### config.mk
export PLATFORM = sky130hd
export DESIGN_NAME = gyro_heading_integ
export DESIGN_NICKNAME = d
export VERILOG_FILES = /design/src/rtl/gyro_heading_integ.sv
export SDC_FILE = /design/constraint.sdc
export NUM_CORES = 1
export LEC_CHECK = 0
export CORE_UTILIZATION = 30
export CTS_BUF_LIST = sky130_fd_sc_hd__clkbuf_8
export DETAILED_ROUTE_END_ITERATION = 10
export GPL_TIMING_DRIVEN = 0
export HOLD_SLACK_MARGIN = 0.08
export PLACE_DENSITY = 0.43
export SYNTH_ARGS = -nofsm -noshare
export SYNTH_HDL_FRONTEND = slang
export SYNTH_SLANG_ARGS = --single-unit
export TNS_END_PERCENT = 20
### constraint.sdc
create_clock -name clk -period 4.11 [get_ports clk]
set_input_delay 1.0275 -clock clk [delete_from_list [all_inputs] [get_ports clk]]
set_output_delay 1.0275 -clock clk [all_outputs]
set_load 0.03 [all_outputs]
### src/rtl/gyro_heading_integ.sv
// gyro_heading_integ: offset-calibrated yaw-rate integrator producing a wrapping 12-bit heading
module gyro_heading_integ #(
   parameter bit FAST_SIM  = 1'b1,
   parameter int FUS_SHIFT = 6
) (
   input  logic               clk,
   input  logic               rst_n,
   input  logic               strt_cal,
   input  logic               vld,
   input  logic signed [15:0] yaw_rt,
   input  logic               moving,
   input  logic               en_fusion,
   input  logic signed [8:0]  IR_Dtrm,
   output logic               cal_done,
   output logic               rdy,
   output logic [11:0]        heading
);
   localparam int N    = FAST_SIM ? 8 : 11;
   localparam int LAST = (1 << N) - 1;
   typedef enum logic [1:0] {IDLE, CAL, RUN} state_t;
   state_t state, state_nxt;
   logic signed [26:0] cal_acc, cal_sum, heading_acc, acc_nxt, fus;
   logic signed [16:0] diff;
   logic signed [15:0] offset, comp, comp_nxt;
   logic signed [8:0]  s1_ir;
   logic [N:0]         count;
   logic               cal_last, take, s1_vld, s1_moving, s1_fusion;
   // strt_cal always wins; the last calibration sample moves us to RUN
   always_comb begin
      cal_last  = state == CAL && vld && !strt_cal && count == LAST[N:0];
      take      = s1_vld && !strt_cal;
      state_nxt = strt_cal ? CAL : cal_last ? RUN : state;
   end
   // offset compensation with saturation, fusion term and heading sum
   always_comb begin
      cal_sum  = cal_acc + {{11{yaw_rt[15]}}, yaw_rt};
      diff     = {yaw_rt[15], yaw_rt} - {offset[15], offset};
      comp_nxt = (diff[16] != diff[15]) ? (diff[16] ? 16'sh8000 : 16'sh7FFF) : diff[15:0];
      fus      = s1_fusion ? {{18{s1_ir[8]}}, s1_ir} <<< FUS_SHIFT : '0;
      acc_nxt  = heading_acc + {{11{comp[15]}}, comp} + fus;
   end
   // state register
   always_ff @(posedge clk or negedge rst_n)
      if (!rst_n) state <= IDLE;
      else state <= state_nxt;
   // calibration sum and sample count, cleared on every (re)start
   always_ff @(posedge clk or negedge rst_n)
      if (!rst_n) begin
         cal_acc <= '0;
         count   <= '0;
      end else if (strt_cal) begin
         cal_acc <= '0;
         count   <= '0;
      end else if (state == CAL && vld) begin
         cal_acc <= cal_sum;
         count   <= count + 1'b1;
      end
   // offset is the mean of the calibration window, captured with the final sample folded in
   always_ff @(posedge clk or negedge rst_n)
      if (!rst_n) begin
         cal_done <= 1'b0;
         offset   <= '0;
      end else begin
         cal_done <= cal_last;
         if (cal_last) offset <= 16'(cal_sum >>> N);
      end
   // stage 1: compensated rate plus the qualifiers that travel with it
   always_ff @(posedge clk or negedge rst_n)
      if (!rst_n) begin
         s1_vld    <= 1'b0;
         comp      <= '0;
         s1_moving <= 1'b0;
         s1_fusion <= 1'b0;
         s1_ir     <= '0;
      end else begin
         s1_vld <= state == RUN && vld && !strt_cal;
         if (vld) begin
            comp      <= comp_nxt;
            s1_moving <= moving;
            s1_fusion <= en_fusion;
            s1_ir     <= IR_Dtrm;
         end
      end
   // stage 2: integrate while moving; rdy marks every completed sample
   always_ff @(posedge clk or negedge rst_n)
      if (!rst_n) begin
         rdy         <= 1'b0;
         heading_acc <= '0;
      end else begin
         rdy <= take;
         if (cal_last) heading_acc <= '0;
         else if (take && s1_moving) heading_acc <= acc_nxt;
      end
   assign heading = heading_acc[26:15];
endmodule

==> impl_metrics.toml <==
[floorplan]
num_rows = 60
die_y_um = 169
die-area_mm2 = 0.0285
i_o_pin_count = 45
floorplan.core_area_mm2 = 0.0271
dieWidth_um = 169
start_util = 0.308

[drt]
drt_pass1_iterations = 4
avgViaCountPerCell = 5.04
wl_um = 23500
detail_route.drc_violations = 0
drt_iter0_markers = 255
antenna_left = 0
total_via_count_after_detailed_routing = 6890
wl_per_cell_um = 17.2

[critical_path]
cp_max_stage_delay_ns = 0.57
critical_path.slowest_cell = "sky130_fd_sc_hd__a21oi_1"
path_delay_family = "compound AO/OA/AOI/OAI gates"
crit_required_ns = 4.42
timing.critical_path.arrival_ns = 4.32
worst_setup_path_end_kind = "register"
critical_path_peak_fanout = 6
path_cells = "clkdlybuf4s50_1 > ha_1 > nand3_1 > o2111ai_1 > o211ai_1 > a21oi_1 > a31oi_1 > nor2b_1 > xnor3_1 > mux2_2"
worst-path-buf-inv = 1
start_kind = "input pin"
crit_type = "input pin to register"

[clock_tree]
clock_tree.htree_level_count = 3
post_cts_resized = 1
clk_pin_slew_ns = 0.13
cts_num_sinks = 108
hold_buffers_post_cts = 0
clockRootBuffer = "sky130_fd_sc_hd__clkbuf_8"
cts_tree = "built"
post_cts_setup_buffers = 0
clock_tree.buffer_depth = 2
clock_latency_ns = 0.41
cts_made_buffers = 9

[final_layout]
drive_gt1_frac = 0.0673
post_layout_nonfiller_instances = 1368
layout_nets = 1117
final_cell_area_mm2 = 0.00952
ff_latch_area_mm2 = 0.00270
multiInputGateArea_mm2 = 0.00524
fillerInstances = 2858
area_delta_synth_final_pct = 14.1
antenna_cells_inserted = 0

[timing]
unrepaired_setup_endpoints_after_global_routing = "false"
layout_min_cycle_time_ns = 4.01
drv_slew = 0
fmax_ghz = 0.249
tightestPinTransition_ns = 0.941
final.period_utilization = 0.976
report.final.setup_viol = 0
max_slew_margin = 0.372
timing_hold_violations_final = 0
worst_clock_skew_ns = 0.0191

[yosys]
synth_warnings = 0
count_of_different_cell_masters_after_synthesis = 70
synth_largest_area_cell = "sky130_fd_sc_hd__dfrtp_1"
syn_area_per_cell_um2 = 8.91
synth_register_bits = 108
netlist_instances = 936
synthesized_net_count = 1062
synth_most_common_cell = "sky130_fd_sc_hd__nand2_1"
synth.top_cells.by_count = "sky130_fd_sc_hd__nand2_1, sky130_fd_sc_hd__dfrtp_1, sky130_fd_sc_hd__a21oi_1, sky130_fd_sc_hd__ha_1, sky130_fd_sc_hd__nor2_1"
proportion_of_synthesized_chip_area_in_sequential_cells = 0.324
synth_area_leaders = "sky130_fd_sc_hd__dfrtp_1, sky130_fd_sc_hd__ha_1, sky130_fd_sc_hd__fa_1, sky130_fd_sc_hd__nand2_1, sky130_fd_sc_hd__a21oi_1"
synth_largest_type_area_fraction = 0.324
ys.flop_type = "sky130_fd_sc_hd__dfrtp_1"
synth-edff-count = 0
synthArstFlopShare = 1.00
synthesis.area_mm2 = 0.00834

[flow_run]
cap_violations = 0

[place]
port_buffers = 43
place_hpwl_um = 18500
detailed_place.area_mm2 = 0.00926
finalWeightedCongestion = 0.846
dpl.cell_count = 1352

[pwr]
max-vdd-ir-drop_uv = 158
power.leakage_nw = 4.26
power_per_cell_area_mw_per_mm2 = 327
finalPower_mw = 3.11

[global_routing]
pin_count_of_the_biggest_net_entering_global_routing = 65
grt.total_usage = 0.174
overflow = 0
global_route_wire_length_before_repair_um = 38400
grt_antenna_before_repair = 0
grt_pass1_vias = 7081

[status]
outcome = "finished clean"

[min_path]
min_path_type = "register to register"
## kinds of logic (layout without fill, tap and decap cells)
| group | after synthesis | count (layout) | share of synthesized area |
|---|---|---|---|
| AO/OA/AOI/OAI | 256 | 256 | 0.196 |
| XOR/XNOR | 56 | 56 | 0.0605 |
| adder cells (fa/ha/maj) | 101 | 101 | 0.171 |
| buffers and inverters | 93 | 153 | 0.0482 |
| flip-flops | 108 | 108 | 0.324 |
| multiplexers | 20 | 20 | 0.0282 |
| AND/OR/NAND/NOR | 302 | 302 | 0.172 |
## area by class of cell
| type | instances | share of cell area |
|---|---|---|
| clock buffers | 9 | 0.0130 |
| clock inverters | 7 | 0.0122 |
| plain buffers | 45 | 0.0233 |
| repair buffers | 44 | 0.0485 |
| flip-flops and latches | 108 | 0.284 |
| multi-input cells | 735 | 0.551 |
| well taps | 372 | 0.0489 |
| inverters | 48 | 0.0193 |
## report_power, final
group	switching [mW]	internal, mW
clock	0.443	0.361
sequential	0.0632	1.13
combinational	0.636	0.472
total	1.14	1.96
## flip-flops by register name (all words and copies together) (netlist names), 2 cells and up
name,cells
heading_acc,27
cal_acc,24
comp,16
offset,16
count,9
s1_ir,9
state,2
## stage by stage
stage	util	hold WS (ns)	setup TNS, ns	setup WS, ns
3_5_place_dp	0.342	0.471	-1.57	-0.472
4_1_cts	0.351	0.501	0	0.00634
3_3_place_gp	0.341	0.463	-299.46	-2.77
6_report	0.351	0.494	0	0.0966
5_1_grt	0.351	0.530	0	0.00880
2_1_floorplan	-	0.450	0	0.870
## cells in the final DEF, fill, tap and decap left out, types with 24 or more instances in the layout
cell,instances
sky130_fd_sc_hd__inv_1,45
sky130_fd_sc_hd__dfrtp_1,108
sky130_fd_sc_hd__a21o_1,25
sky130_fd_sc_hd__a21oi_1,81
sky130_fd_sc_hd__clkbuf_1,24
sky130_fd_sc_hd__o21ai_0,50
sky130_fd_sc_hd__ha_1,72
sky130_fd_sc_hd__nand3_1,34
sky130_fd_sc_hd__xnor2_1,32
sky130_fd_sc_hd__nand2_1,114
sky130_fd_sc_hd__nor2_1,60
sky130_fd_sc_hd__clkdlybuf4s50_1,41
## tightest hold or removal path, stage by stage, from the launching register on
cell                      delay [ns]
sky130_fd_sc_hd__dfrtp_1        0.36
sky130_fd_sc_hd__nand2_1        0.05
sky130_fd_sc_hd__o21ai_0        0.06
## final timing paths
check / slack [ns] / startpoint / cells after the start / to
max reg2reg: 0.35 / s1_fusion / 12 / heading_acc[25]
min in group asynchronous: 0.54 / rst_n / 1 / s1_ir[5]
max in group asynchronous: 2.88 / rst_n / 2 / cal_acc[16]
min: 0.49 / offset[13] / 2 / offset[13]
max: 0.1 / yaw_rt[4] / 10 / offset[15]
min reg2reg: 0.49 / offset[13] / 2 / offset[13]
## per-layer routing
| layer | track usage | wire, um | up-vias | part of all wire |
|---|---|---|---|---|
| met5 | 0 | 0 | - | 0 |
| met2 | 0.309 | 11800 | 83 | 0.50 |
| met3 | 0.0253 | 567 | 22 | 0.024 |
| met1 | 0.221 | 10800 | 3321 | 0.46 |
| li1 | - | - | 3464 | - |
| met4 | 0.0443 | 387 | 0 | 0.016 |
No activity file was read; power rests on OpenSTA's default activity.
